File: src/rtl/hk628_voice_sched.sv
// hk628_voice_sched -- voice scheduler for the HK628 sound-toy audio path.
//
// Turns the eight button inputs into sound triggers, allocates them to NVOICE
// playback slots, and once per sample period fetches one byte per active slot
// from the shared sample ROM and mixes the bytes into a 16-bit PCM word.
//
// Optional feature: define HK628_LOWBATT_EN to make low_batt double the sample
// period (halving the pitch). Without it low_batt is ignored.
//
// Ports:
//   clk       core clock
//   reset     asynchronous active-high reset
//   btn       raw button levels (asynchronous to clk)
//   low_batt  low-battery request (only used with HK628_LOWBATT_EN)
//   rom_req   ROM read request; rom_addr stable until rom_ack
//   rom_addr  {sound_id[2:0], offset[OFS_W-1:0]}
//   rom_ack   ROM read complete, rom_data valid in the same cycle
//   rom_data  signed sample byte (8'h80 = end-of-sound marker)
//   pcm_out   mixed signed PCM
//   active    per-slot playing flags
//   busy      scheduler FSM is not idle
//   overrun   sticky: a sample tick arrived while the FSM was busy
module hk628_voice_sched #(
  parameter int NVOICE     = 4,
  parameter int OFS_W      = 13,
  parameter int SAMPLE_DIV = 1134
) (
  input  logic              clk,
  input  logic              reset,
  input  logic [7:0]        btn,
  input  logic              low_batt,
  output logic              rom_req,
  output logic [OFS_W+2:0]  rom_addr,
  input  logic              rom_ack,
  input  logic [7:0]        rom_data,
  output logic [15:0]       pcm_out,
  output logic [NVOICE-1:0] active,
  output logic              busy,
  output logic              overrun
);

  localparam int VW    = $clog2(NVOICE);
  localparam int ACC_W = 8 + VW;
  localparam int CNT_W = $clog2(2 * SAMPLE_DIV + 1);

  typedef enum logic [1:0] {IDLE, ALLOC, FETCH, MIX} state_t;

  state_t state, state_nx;

  // ---------------------------------------------------------------------------
  // Button capture: 2-FF synchroniser, rising-edge detect, pending requests
  // ---------------------------------------------------------------------------
  logic [7:0] btn_s1, btn_s2, btn_d;
  logic [7:0] btn_rise;
  logic [7:0] pending;
  logic [7:0] clr_mask;

  always_ff @(posedge clk or posedge reset) begin
    if (reset) begin
      btn_s1 <= '0;
      btn_s2 <= '0;
      btn_d  <= '0;
    end else begin
      btn_s1 <= btn;
      btn_s2 <= btn_s1;
      btn_d  <= btn_s2;
    end
  end

  assign btn_rise = btn_s2 & ~btn_d;

  // ---------------------------------------------------------------------------
  // Sample-period divider
  // ---------------------------------------------------------------------------
  logic [CNT_W-1:0] div_cnt;
  logic [CNT_W-1:0] limit;
  logic             tick;

`ifdef HK628_LOWBATT_EN
  assign limit = low_batt ? CNT_W'(2 * SAMPLE_DIV) : CNT_W'(SAMPLE_DIV);
`else
  logic unused_low_batt;
  assign unused_low_batt = low_batt;
  assign limit = CNT_W'(SAMPLE_DIV);
`endif

  assign tick = (div_cnt == limit - CNT_W'(1));

  // ">=" also catches a count left above a freshly shortened limit, which
  // wraps to zero without producing a tick.
  always_ff @(posedge clk or posedge reset) begin
    if (reset) begin
      div_cnt <= '0;
    end else if (div_cnt >= limit - CNT_W'(1)) begin
      div_cnt <= '0;
    end else begin
      div_cnt <= div_cnt + CNT_W'(1);
    end
  end

  // ---------------------------------------------------------------------------
  // Slot state and allocation
  // ---------------------------------------------------------------------------
  logic [NVOICE-1:0] slot_act;
  logic [2:0]        slot_snd [NVOICE];
  logic [OFS_W-1:0]  slot_ofs [NVOICE];
  logic [VW-1:0]     steal_ptr;
  logic [VW-1:0]     vidx;
  logic [ACC_W-1:0]  acc;

  logic          pick_vld;
  logic [2:0]    pick_snd;
  logic          hit_vld, free_vld;
  logic [VW-1:0] hit_idx, free_idx, target;

  always_comb begin
    pick_vld = 1'b0;
    pick_snd = '0;
    for (int unsigned i = 0; i < 8; i++) begin
      if (pending[i] && !pick_vld) begin
        pick_vld = 1'b1;
        pick_snd = 3'(i);
      end
    end
  end

  always_comb begin
    hit_vld  = 1'b0;
    hit_idx  = '0;
    free_vld = 1'b0;
    free_idx = '0;
    for (int unsigned j = 0; j < NVOICE; j++) begin
      if (slot_act[j] && (slot_snd[j] == pick_snd) && !hit_vld) begin
        hit_vld = 1'b1;
        hit_idx = VW'(j);
      end
      if (!slot_act[j] && !free_vld) begin
        free_vld = 1'b1;
        free_idx = VW'(j);
      end
    end
  end

  // Retrigger beats a free slot, which beats stealing.
  assign target = hit_vld ? hit_idx : (free_vld ? free_idx : steal_ptr);

  assign clr_mask = ((state == ALLOC) && pick_vld) ? (8'b1 << pick_snd) : '0;

  // ---------------------------------------------------------------------------
  // FSM
  // ---------------------------------------------------------------------------
  logic cur_act;
  logic slot_done;
  logic last_slot;

  assign cur_act   = slot_act[vidx];
  assign slot_done = !cur_act || rom_ack;
  assign last_slot = (vidx == VW'(NVOICE - 1));

  always_ff @(posedge clk or posedge reset) begin
    if (reset) begin
      state <= IDLE;
    end else begin
      state <= state_nx;
    end
  end

  always_comb begin
    state_nx = state;
    unique case (state)
      IDLE:    if (tick) state_nx = ALLOC;
      ALLOC:   state_nx = FETCH;
      FETCH:   if (slot_done && last_slot) state_nx = MIX;
      MIX:     state_nx = IDLE;
      default: state_nx = IDLE;
    endcase
  end

  // Combinational from state so that reset drops the request immediately.
  assign rom_req  = (state == FETCH) && cur_act;
  assign rom_addr = rom_req ? {slot_snd[vidx], slot_ofs[vidx]} : '0;

  // ---------------------------------------------------------------------------
  // Datapath
  // ---------------------------------------------------------------------------
  always_ff @(posedge clk or posedge reset) begin
    if (reset) begin
      pending   <= '0;
      overrun   <= 1'b0;
      slot_act  <= '0;
      steal_ptr <= '0;
      vidx      <= '0;
      acc       <= '0;
      pcm_out   <= '0;
      for (int unsigned v = 0; v < NVOICE; v++) begin
        slot_snd[v] <= '0;
        slot_ofs[v] <= '0;
      end
    end else begin
      // A new edge overrides a same-cycle clear of the same bit.
      pending <= (pending & ~clr_mask) | btn_rise;

      if (tick && (state != IDLE)) begin
        overrun <= 1'b1;
      end

      unique case (state)
        ALLOC: begin
          if (pick_vld) begin
            slot_act[target] <= 1'b1;
            slot_snd[target] <= pick_snd;
            slot_ofs[target] <= '0;
            if (!hit_vld && !free_vld) begin
              steal_ptr <= steal_ptr + VW'(1);
            end
          end
          vidx <= '0;
          acc  <= '0;
        end
        FETCH: begin
          if (rom_req && rom_ack) begin
            if (rom_data == 8'h80) begin
              slot_act[vidx] <= 1'b0;
            end else begin
              acc            <= acc + {{VW{rom_data[7]}}, rom_data};
              slot_ofs[vidx] <= slot_ofs[vidx] + OFS_W'(1);
              if (&slot_ofs[vidx]) begin
                slot_act[vidx] <= 1'b0;
              end
            end
          end
          // NVOICE is a power of two, so vidx rolls back to 0 after the last slot.
          if (slot_done) begin
            vidx <= vidx + VW'(1);
          end
        end
        MIX: begin
          pcm_out <= {acc, {(8 - VW){1'b0}}};
        end
        default: ;
      endcase
    end
  end

  assign active = slot_act;
  assign busy   = (state != IDLE);

endmodule

File: config.mk
export PLATFORM = sky130hd
export DESIGN_NAME = hk628_voice_sched
export DESIGN_NICKNAME = d
export VERILOG_FILES = /design/src/rtl/hk628_voice_sched.sv
export SDC_FILE = /design/constraint.sdc
export NUM_CORES = 1
export LEC_CHECK = 0
export BUFFER_PORTS_ARGS = -buffer_cell sky130_fd_sc_hd__buf_2
export CORE_UTILIZATION = 55
export CTS_BUF_LIST = sky130_fd_sc_hd__clkbuf_4
export DETAILED_ROUTE_END_ITERATION = 16
export GPL_ROUTABILITY_DRIVEN = 0
export PLACE_DENSITY = 0.78
export SKIP_LAST_GASP = 1
export SLEW_MARGIN = 20
export SYNTH_ARGS = -nofsm -noshare
export SYNTH_HDL_FRONTEND = slang
export SYNTH_SLANG_ARGS = --single-unit
File: constraint.sdc
create_clock -name clk -period 11.4 [get_ports clk]
set_clock_uncertainty 0.2 [all_clocks]
set_input_delay 0.57 -clock clk [delete_from_list [all_inputs] [get_ports clk]]
set_output_delay 0.57 -clock clk [all_outputs]
set_load 0.01 [all_outputs]
==> impl_metrics.json, run 1 <==
{
  "outcome": "finished clean",
  "clkSlewWorstSetupHoldPaths_ps": 130,
  "synthesis.area_um2": 7570,
  "crit_fanout": 12,
  "relSlewSlack_pct": 26.4,
  "cp.required_ps": 11710,
  "dpl.hpwl_um": 11300,
  "ant_nets": 0,
  "synth-edff-count": 0,
  "cp-startpoint": "pending[2]",
  "avgSynthCellArea_um2": 11.2,
  "worst_slack_ps": 7520,
  "finalSetupViolations": 0,
  "ys.flop_type": "dfrtp_1",
  "post-place-cells": 876,
  "start_kind": "flip-flop",
  "hold-worst-slack_ps": 162,
  "core_area_um2": 13300,
  "async_flop_share_pct": 100,
  "grt_max_degree": 73,
  "fin_crit_ps": 3880,
  "cts_root_buffer": "clkbuf_4",
  "cap_violations": 0,
  "preCtsSetupSlack_ps": 7420,
  "worstHoldStart": "btn_s1[7]",
  "rsz0062_at_grt": "no",
  "seq_area_frac_synth_pct": 46.0,
  "drive_above_1_share_pct": 19.7,
  "finalWirelength_um": 16800,
  "fmax_ghz": 0.258,
  "reg2reg_from": "pending[2]",
  "rows": 42,
  "final-max-slew-violation-count": 0,
  "p_leak_nw": 3.73,
  "critical_path_class": "reg -> reg",
  "syn-instance-count": 675,
  "grt_overflow": 0,
  "ctsLongestPathBuffers": 2,
  "numCtsBuffers": 17,
  "post-route-drc-count": 0,
  "hold_path.class": "reg -> reg",
  "synth_seq_cells": 139,
  "hold_viol": 0,
  "initial_core_util_pct": 56.7,
  "arrival_ps": 4200,
  "grt_pass1_wl_um": 28300,
  "synthDistinctLibCells": 75,
  "area_growth_pct": 9.92,
  "port_buffers": 51,
  "avgViaCountPerCell": 6.18,
  "grt_pass1_vias": 5550,
  "drtPass1Iterations": 5,
  "drtIter0Drc": 453,
  "io_pins": 59,
  "worst_pin_slew_ps": 1100,
  "clk_latency_ps": 570,
  "h-tree-depth": 4,
  "vias": 5663,
  "vdd_drop_max_mv": 0.0802,
  "fin_nets": 771,
  "finalSetupTns_ps": 0,
  "cts_tree": "built",
  "cts.sinks": 139,
  "cp-end-kind": "flip-flop",
  "ys_warn_count": 0,
  "post-route-period-util_pct": 34.1,
  "die_w_um": 119,
  "die-area_um2": 14200,
  "antenna_found_initial": 0,
  "utilization_pct": 62.3,
  "diodes": 0,
  "layout.cells.non_filler": 917,
  "p_per_area_nw_per_um2": 103,
  "grt_usage_pct": 25.6,
  "fp.dieH_um": 119,
  "wl_per_cell_um": 18.3
}
## cell type report
| cell class | instances | area, um^2 |
|---|---|---|
| Fill cell | 1089 | 5030 |
| Multi-Input combinational cell | 475 | 3820 |
| Sequential cell | 139 | 3480 |
| Timing Repair Buffer | 66 | 390 |
| Tap cell | 176 | 220 |
| Clock inverter | 15 | 163 |
| Clock buffer | 17 | 128 |
| Inverter | 29 | 114 |
## registers in the layout, indices dropped and copies added, names as in the netlist, 4 cells and up
register,cells
acc,10
active,4
btn_d,8
btn_s1,8
btn_s2,8
div_cnt,12
pcm_out,10
pending,8
slot_ofs,52
slot_snd,12
## timing repair
item	4_1_cts	5_1_grt
setup buffers	0	0
endpoints found under the setup margin	0	0
resized for setup	0	0
endpoints found under the hold margin	75	0
hold buffers	9	0
## metal layers
metal | up-vias | part of all wire [%] | track usage, %
met2 | 209 | 49 | 39.5
met4 | 0 | 1.4 | 8.62
met5 | - | 0 | 0
met1 | 2836 | 44 | 35.6
met3 | 24 | 6.0 | 6.08
li1 | 2594 | - | -
## cells in the mapped netlist, drive strengths merged, types with 3 or more instances
master / n / area share [%]
a2111oi: 7 / 1.6
a21boi: 3 / 0.30
a21o: 4 / 0.40
a21oi: 20 / 1.5
a22o: 14 / 1.6
a31oi: 14 / 1.2
and2b: 4 / 0.46
and3: 18 / 1.5
buf: 18 / 1.5
clkbuf: 20 / 0.99
dfrtp: 139 / 46
ha: 22 / 3.6
inv: 28 / 1.4
mux2: 23 / 3.7
mux2i: 26 / 3.4
mux4: 16 / 4.8
nand2: 44 / 2.2
nand2b: 6 / 0.50
nand3: 11 / 0.73
nand4: 6 / 0.50
nor2: 37 / 1.9
nor2b: 17 / 1.4
nor3: 13 / 0.99
nor4: 5 / 0.69
o211a: 4 / 0.53
o211ai: 5 / 0.50
o21ai: 36 / 2.5
o2bb2ai: 38 / 4.4
o31ai: 6 / 0.60
or2: 3 / 0.25
or3: 5 / 0.48
or4: 3 / 0.35
xnor2: 18 / 2.1
xor2: 12 / 1.4
## per-stage QoR
| stage | area [um^2] | power [W] |
|---|---|---|
| after detailed placement | 7930 | 0.000535 |
| final | 8320 | 0.000860 |
| after CTS | 8310 | 0.000867 |
| after floorplan | 7590 | 0.000527 |
| after global routing | 8320 | 0.000895 |
| after global placement | 7930 | 0.000533 |
## report_power, final
part	total (W)	internal (W)	leakage, nW	switching (W)
sequential	0.000500	0.000498	1.80	0.00000229
combinational	0.0000265	0.00000859	1.78	0.0000179
clock	0.000333	0.000134	0.147	0.000199
total	0.000860	0.000640	3.73	0.000219
## layout by cell type, fill, tap and decap left out, types with 5 or more instances in the layout
master         Yosys  routed
inv_1             28      27
conb_1             1       7
nand2_1           44      44
xnor2_1           18      18
a21oi_1           19      19
o21ai_0           31      30
nor3_1            11      11
dlygate4sd3_1      0       9
nor2b_1           17      17
o2bb2ai_1         38      38
mux2_1             6       6
nor2_1            36      36
ha_1              22      22
and3_1            18      18
nand3_1           11      11
inv_6              0       6
a22o_1            14      14
mux2_2            11      11
a31oi_1           14      14
buf_2              4      51
mux4_2            16      16
o31ai_1            6       6
mux2_4             6       6
dfrtp_1          139     139
xor2_1            12      12
clkbuf_4           0      17
nand4_1            6       6
mux2i_1           26      26
buf_4             10       6
o211ai_1           5       5
nand2b_1           6       6
## final timing paths
kind | end | slack (ps) | depth (start not counted)
worst min-delay path | btn_s2[7] | 160 | 0
max in group asynchronous | slot_ofs[42] | 9260 | 4
min in group asynchronous | pending[0] | 420 | 3
worst min register to register | btn_s2[7] | 160 | 0
worst max-delay path | slot_ofs[24] | 7520 | 8
worst max register to register | slot_ofs[24] | 7520 | 8
## cell families after synthesis
group | share of synthesized area (%)
compound gates | 17.9
simple gates | 12.9
xor+xnor | 3.47
flops | 46.0
buf+inv | 3.89
fa+ha+maj | 3.90
mux | 11.9
other cells | 0.0496
## critical path: stages, from the launching register on
cell       delay [ps]
dfrtp_1           450
nor2_1            550
and4_4            390
o21ai_0           150
a2111oi_4         610
o21ba_2           280
nor4_4             60
o21ai_1           860
a22o_1            270
Note: power is estimated with default switching activity, not from simulation.
==> run 2, diff against run 1 <==
Clock period 11.4 ns to 4 ns, I/O delays scaled along.
==> impl_metrics.json, run 2 (same netlist as run 1, synthesis figures left out) <==
{
  "outcome": "finished clean",
  "crit_fanout": 11,
  "arrival_ps": 4050,
  "fin_crit_ps": 3750,
  "fp.dieH_um": 119,
  "initial_core_util_pct": 56.7,
  "grt_max_degree": 102,
  "cts_resized": 0,
  "cap_violations": 0,
  "largest-register": "slot_ofs",
  "drive_above_1_share_pct": 20.2,
  "grt_pass1_vias": 5774,
  "fin_nets": 788,
  "reg2reg_from": "pending[5]",
  "post-place-cells": 884,
  "area_growth_pct": 11.2,
  "p_per_area_nw_per_um2": 271,
  "wl_per_cell_um": 18.4,
  "rr_endpoint": "slot_ofs[37]",
  "placed_cell_area_um2": 8000,
  "cts_tree": "built",
  "avgViaCountPerCell": 6.10,
  "cp-end-kind": "flip-flop",
  "h-tree-depth": 4,
  "grt_overflow": 0,
  "ant_nets": 0,
  "finalWirelength_um": 17200,
  "final-max-slew-violation-count": 0,
  "finalInstanceArea_um2": 8410,
  "dpl.hpwl_um": 11800,
  "worstHoldStart": "rom_data[4]",
  "reg2reg_depth": 7,
  "drtPass1Iterations": 5,
  "biggestRegsByFlops": "slot_ofs (52), div_cnt (12), slot_snd (12)",
  "hold_viol": 0,
  "groute.layer.met3.usage_pct": 5.03,
  "grt_usage_pct": 25.9,
  "p_leak_nw": 3.78,
  "post_cts.repair.setup_buffers": 0,
  "antenna_found_initial": 1,
  "finalSetupViolations": 0,
  "hold-worst-slack_ps": 38.7,
  "clkSlewWorstSetupHoldPaths_ps": 130,
  "critical_path_class": "reg -> reg",
  "start_kind": "flip-flop",
  "largest_reg_flops": 52,
  "grt-busiest-layer": "met2",
  "fillers": 1057,
  "io_pins": 59,
  "post-route-period-util_pct": 93.8,
  "grt_pass1_wl_um": 28700,
  "vias": 5702,
  "post-route-drc-count": 0,
  "fmax_ghz": 0.266,
  "worstHoldPathCells": 5,
  "numCtsBuffers": 17,
  "finalSetupTns_ps": 0,
  "hold_path.class": "in -> reg",
  "rows": 42,
  "layout_commonest_cell": "dfrtp_1",
  "ctsLongestPathBuffers": 2,
  "drtIter0Drc": 411,
  "use_met1_pct": 33.6,
  "die-area_um2": 14200,
  "layout_common_cells": "dfrtp_1, buf_2, nand2_1, o2bb2ai_1, nor2_1",
  "clk_latency_ps": 560,
  "cts.sinks": 139,
  "rsz0062_at_grt": "no",
  "worst_pin_slew_ps": 1030,
  "grtUsageMet2_pct": 41.4,
  "cts_root_buffer": "clkbuf_4",
  "vdd_drop_max_mv": 0.221,
  "die_w_um": 119,
  "p_total_w": 0.00228,
  "relSlewSlack_pct": 30.6,
  "cp.required_ps": 4300,
  "hold_path_end": "acc[5]",
  "reg2reg_slack_ps": 250,
  "core_area_um2": 13300,
  "port_buffers": 51,
  "layout.cells.non_filler": 934
}
-- run 2: changes by cell type in the layout (fill, tap and decap cells not counted), sizes merged --
| cell | previous run | this run |
|---|---|---|
| diode | 0 | 1 |
| inv | 34 | 30 |
| dlygate4sd3 | 9 | 18 |
| buf | 57 | 65 |
| bufinv | 2 | 0 |
| clkinv | 5 | 10 |
-- run 2: final cells by class --
type,count,area [um^2],share of cell area [%]
inverters,29,113,1.34
diodes,1,2.50,0.0297
multi-input cells,475,3820,45.4
flip-flops and latches,139,3480,41.3
well taps,176,220,2.62
clock buffers,17,128,1.52
repair buffers,83,553,6.57
clock inverters,14,100,1.19
-- run 2: repair_timing --
action / 4_1_cts / 5_1_grt
hold buffers: 18 / 0
endpoints found under the setup margin: 0 / 0
endpoints found under the hold margin: 60 / 0
-- run 2: layer usage --
| metal | vias up | routed length (um) |
|---|---|---|
| met3 | 36 | 979 |
| met2 | 197 | 8340 |
| met4 | 0 | 425 |
| li1 | 2619 | - |
| met5 | - | 0 |
| met1 | 2850 | 7430 |
-- run 2: how the worst max path moves through the flow --
| stage | from | to | slack [ps] | depth (start not counted) |
|---|---|---|---|---|
| 3_3_place_gp | pending[4] | slot_ofs[24] | 410 | 7 |
| 6_report | pending[5] | slot_ofs[37] | 250 | 7 |
| 2_1_floorplan | pending[0] | slot_snd[4] | 930 | 8 |
| 3_5_place_dp | pending[4] | slot_ofs[24] | 330 | 7 |
| 4_1_cts | pending[4] | slot_ofs[24] | 280 | 7 |
| 5_1_grt | pending[4] | slot_ofs[37] | 70 | 8 |
-- run 2: where the power goes --
part           switching [W]  internal [W]
Clock               0.000531      0.000243
Sequential        0.00000702       0.00142
Combinational      0.0000516     0.0000315
Total               0.000590       0.00169
-- run 2: critical path: stages, from the launching register on --
cell       delay (ps)
dfrtp_1           450
or2_1             360
o211a_1           260
a2111oi_0         720
o2111ai_1         360
o211a_1           250
o21ai_1           810
a22o_1            270
-- run 2: per-stage QoR --
stage / setup WS, ps / util, %
finish: 248 / 63.0
detailed placement: 335 / 59.9
floorplan: 933 / -
CTS: 276 / 63.0
global placement: 412 / 59.9
global route: 74.2 / 63.0
==> run 3, diff against run 2 <==
Settings changed: REMOVE_ABC_BUFFERS set to 1.
==> impl_metrics.json, run 3 (same netlist as run 1, synthesis figures left out) <==
{
  "outcome": "finished clean",
  "reg2reg_from": "pending[4]",
  "rr_endpoint": "slot_ofs[37]",
  "avgViaCountPerCell": 6.09,
  "layout.cells.non_filler": 936,
  "finalInstanceArea_um2": 8440,
  "drtPass1Iterations": 5,
  "cts_resized": 0,
  "clk_latency_ps": 570,
  "hold-worst-slack_ps": 62.8,
  "fmax_ghz": 0.262,
  "ctsLongestPathBuffers": 2,
  "final-max-slew-violation-count": 0,
  "placed_cell_area_um2": 8000,
  "post-place-cells": 885,
  "hold_path.class": "in -> async",
  "p_leak_nw": 3.78,
  "rows": 42,
  "h-tree-depth": 4,
  "cts.sinks": 139,
  "rsz0062_at_grt": "no",
  "vdd_drop_max_mv": 0.136,
  "cap_violations": 0,
  "drtIter0Drc": 460,
  "post-route-period-util_pct": 95.4,
  "fp.dieH_um": 119,
  "critical_path_buf_inv_count": 0,
  "grt_pass1_vias": 5728,
  "start_kind": "flip-flop",
  "preCtsSetupSlack_ps": 316,
  "grt_overflow": 0,
  "arrival_ps": 4130,
  "p_total_w": 0.00236,
  "finalSetupViolations": 0,
  "reg2reg_depth": 8,
  "initial_core_util_pct": 56.7,
  "post_cts.repair.setup_buffers": 0,
  "dpl.hpwl_um": 11500,
  "worstPathCellList": "nand2b_1 > a221oi_2 > o21ai_0 > a2111oi_4 > o21ba_2 > o211a_1 > o21ai_1 > a22o_1",
  "port_buffers": 51,
  "largest-register": "slot_ofs",
  "worst_pin_slew_ps": 1120,
  "numCtsBuffers": 17,
  "grt_usage_pct": 26.3,
  "clkSlewWorstSetupHoldPaths_ps": 140,
  "crit_fanout": 11,
  "vias": 5698,
  "p_per_area_nw_per_um2": 280,
  "antenna_found_initial": 1,
  "layout_commonest_cell": "dfrtp_1",
  "core_area_um2": 13300,
  "biggestRegsByFlops": "slot_ofs (52), div_cnt (12), slot_snd (12)",
  "post-route-drc-count": 0,
  "drive_above_1_share_pct": 20.6,
  "die-area_um2": 14200,
  "reg2reg_slack_ps": 190,
  "hold_viol": 0,
  "fin_nets": 789,
  "cp-end-kind": "flip-flop",
  "area_growth_pct": 11.6,
  "wl_per_cell_um": 18.2,
  "largest_reg_flops": 52,
  "critical_path_class": "reg -> reg",
  "relSlewSlack_pct": 24.5,
  "cp.required_ps": 4320,
  "critPathTopFamily": "compound AO/OA/AOI/OAI gates",
  "cts_root_buffer": "clkbuf_4",
  "die_w_um": 119,
  "grt_pass1_wl_um": 29100,
  "fillers": 1086,
  "slowest_delay_ps": 880,
  "fin_crit_ps": 3810,
  "ant_nets": 0,
  "grt_max_degree": 68,
  "io_pins": 59,
  "cts_tree": "built",
  "slowest_stage": "o21ai_1",
  "layout_common_cells": "dfrtp_1, buf_2, nand2_1, o2bb2ai_1, nor2_1",
  "worst_slack_ps": 185,
  "finalWirelength_um": 17100
}
run 3: cell types whose count changed in the layout (fill, tap and decap cells not counted), sizes merged:
cell,change
clkinv,-6
clkinvlp,+5
buf,+1
clkbuf,+1
bufinv,+1
run 3: area by class of cell:
cell class / instances / area [um^2] / area share, %
Multi-Input combinational cell: 475 / 3820 / 45.3
Antenna cell: 1 / 2.50 / 0.0296
Sequential cell: 139 / 3480 / 41.2
Timing Repair Buffer: 84 / 548 / 6.49
Inverter: 29 / 114 / 1.35
Clock inverter: 14 / 123 / 1.45
Tap cell: 176 / 220 / 2.61
Clock buffer: 18 / 135 / 1.60
run 3: worst max-delay path by stage:
| stage | startpoint | end | slack, ps | depth (start not counted) |
|---|---|---|---|---|
| finish | pending[4] | slot_ofs[37] | 190 | 8 |
| global route | pending[4] | slot_ofs[37] | 100 | 8 |
| CTS | pending[4] | slot_ofs[24] | 300 | 7 |
| detailed placement | pending[4] | slot_ofs[37] | 320 | 8 |
| global placement | pending[4] | slot_ofs[24] | 410 | 7 |
| floorplan | state[0] | slot_ofs[50] | -140 | 7 |
run 3: where the power goes:
group          total (W)  switching [W]  internal [W]
registers        0.00143     0.00000667       0.00142
logic          0.0000829      0.0000521     0.0000307
clock network   0.000854       0.000542      0.000312
total            0.00236       0.000601       0.00176
run 3: per-layer routing:
layer / wire length [um] / part of all wire, % / vias up / GRT usage, %
met5: 0 / 0 / - / 0
met3: 854 / 5.0 / 18 / 5.27
met1: 7510 / 44 / 2877 / 35.0
li1: - / - / 2631 / -
met2: 8540 / 50 / 172 / 43.0
met4: 164 / 0.96 / 0 / 8.94
run 3: worst register-to-register path, cell delays in order (launching register included):
cell and delay [ps]:
dfrtp_1 440, nand2b_1 210, a221oi_2 480, o21ai_0 250, a2111oi_4 530, o21ba_2 260
o211a_1 260, o21ai_1 880, a22o_1 270
run 3: timing repair:
action | 4_1_cts | 5_1_grt
hold endpoints to repair | 88 | 0
setup endpoints to repair | 0 | 0
hold buffers | 18 | 0
run 3: stage by stage:
step                util, %  setup TNS [ps]
floorplan                 -          -19480
global placement       59.9               0
detailed placement     59.9               0
CTS                    63.2               0
global route           63.2               0
finish                 63.2               0
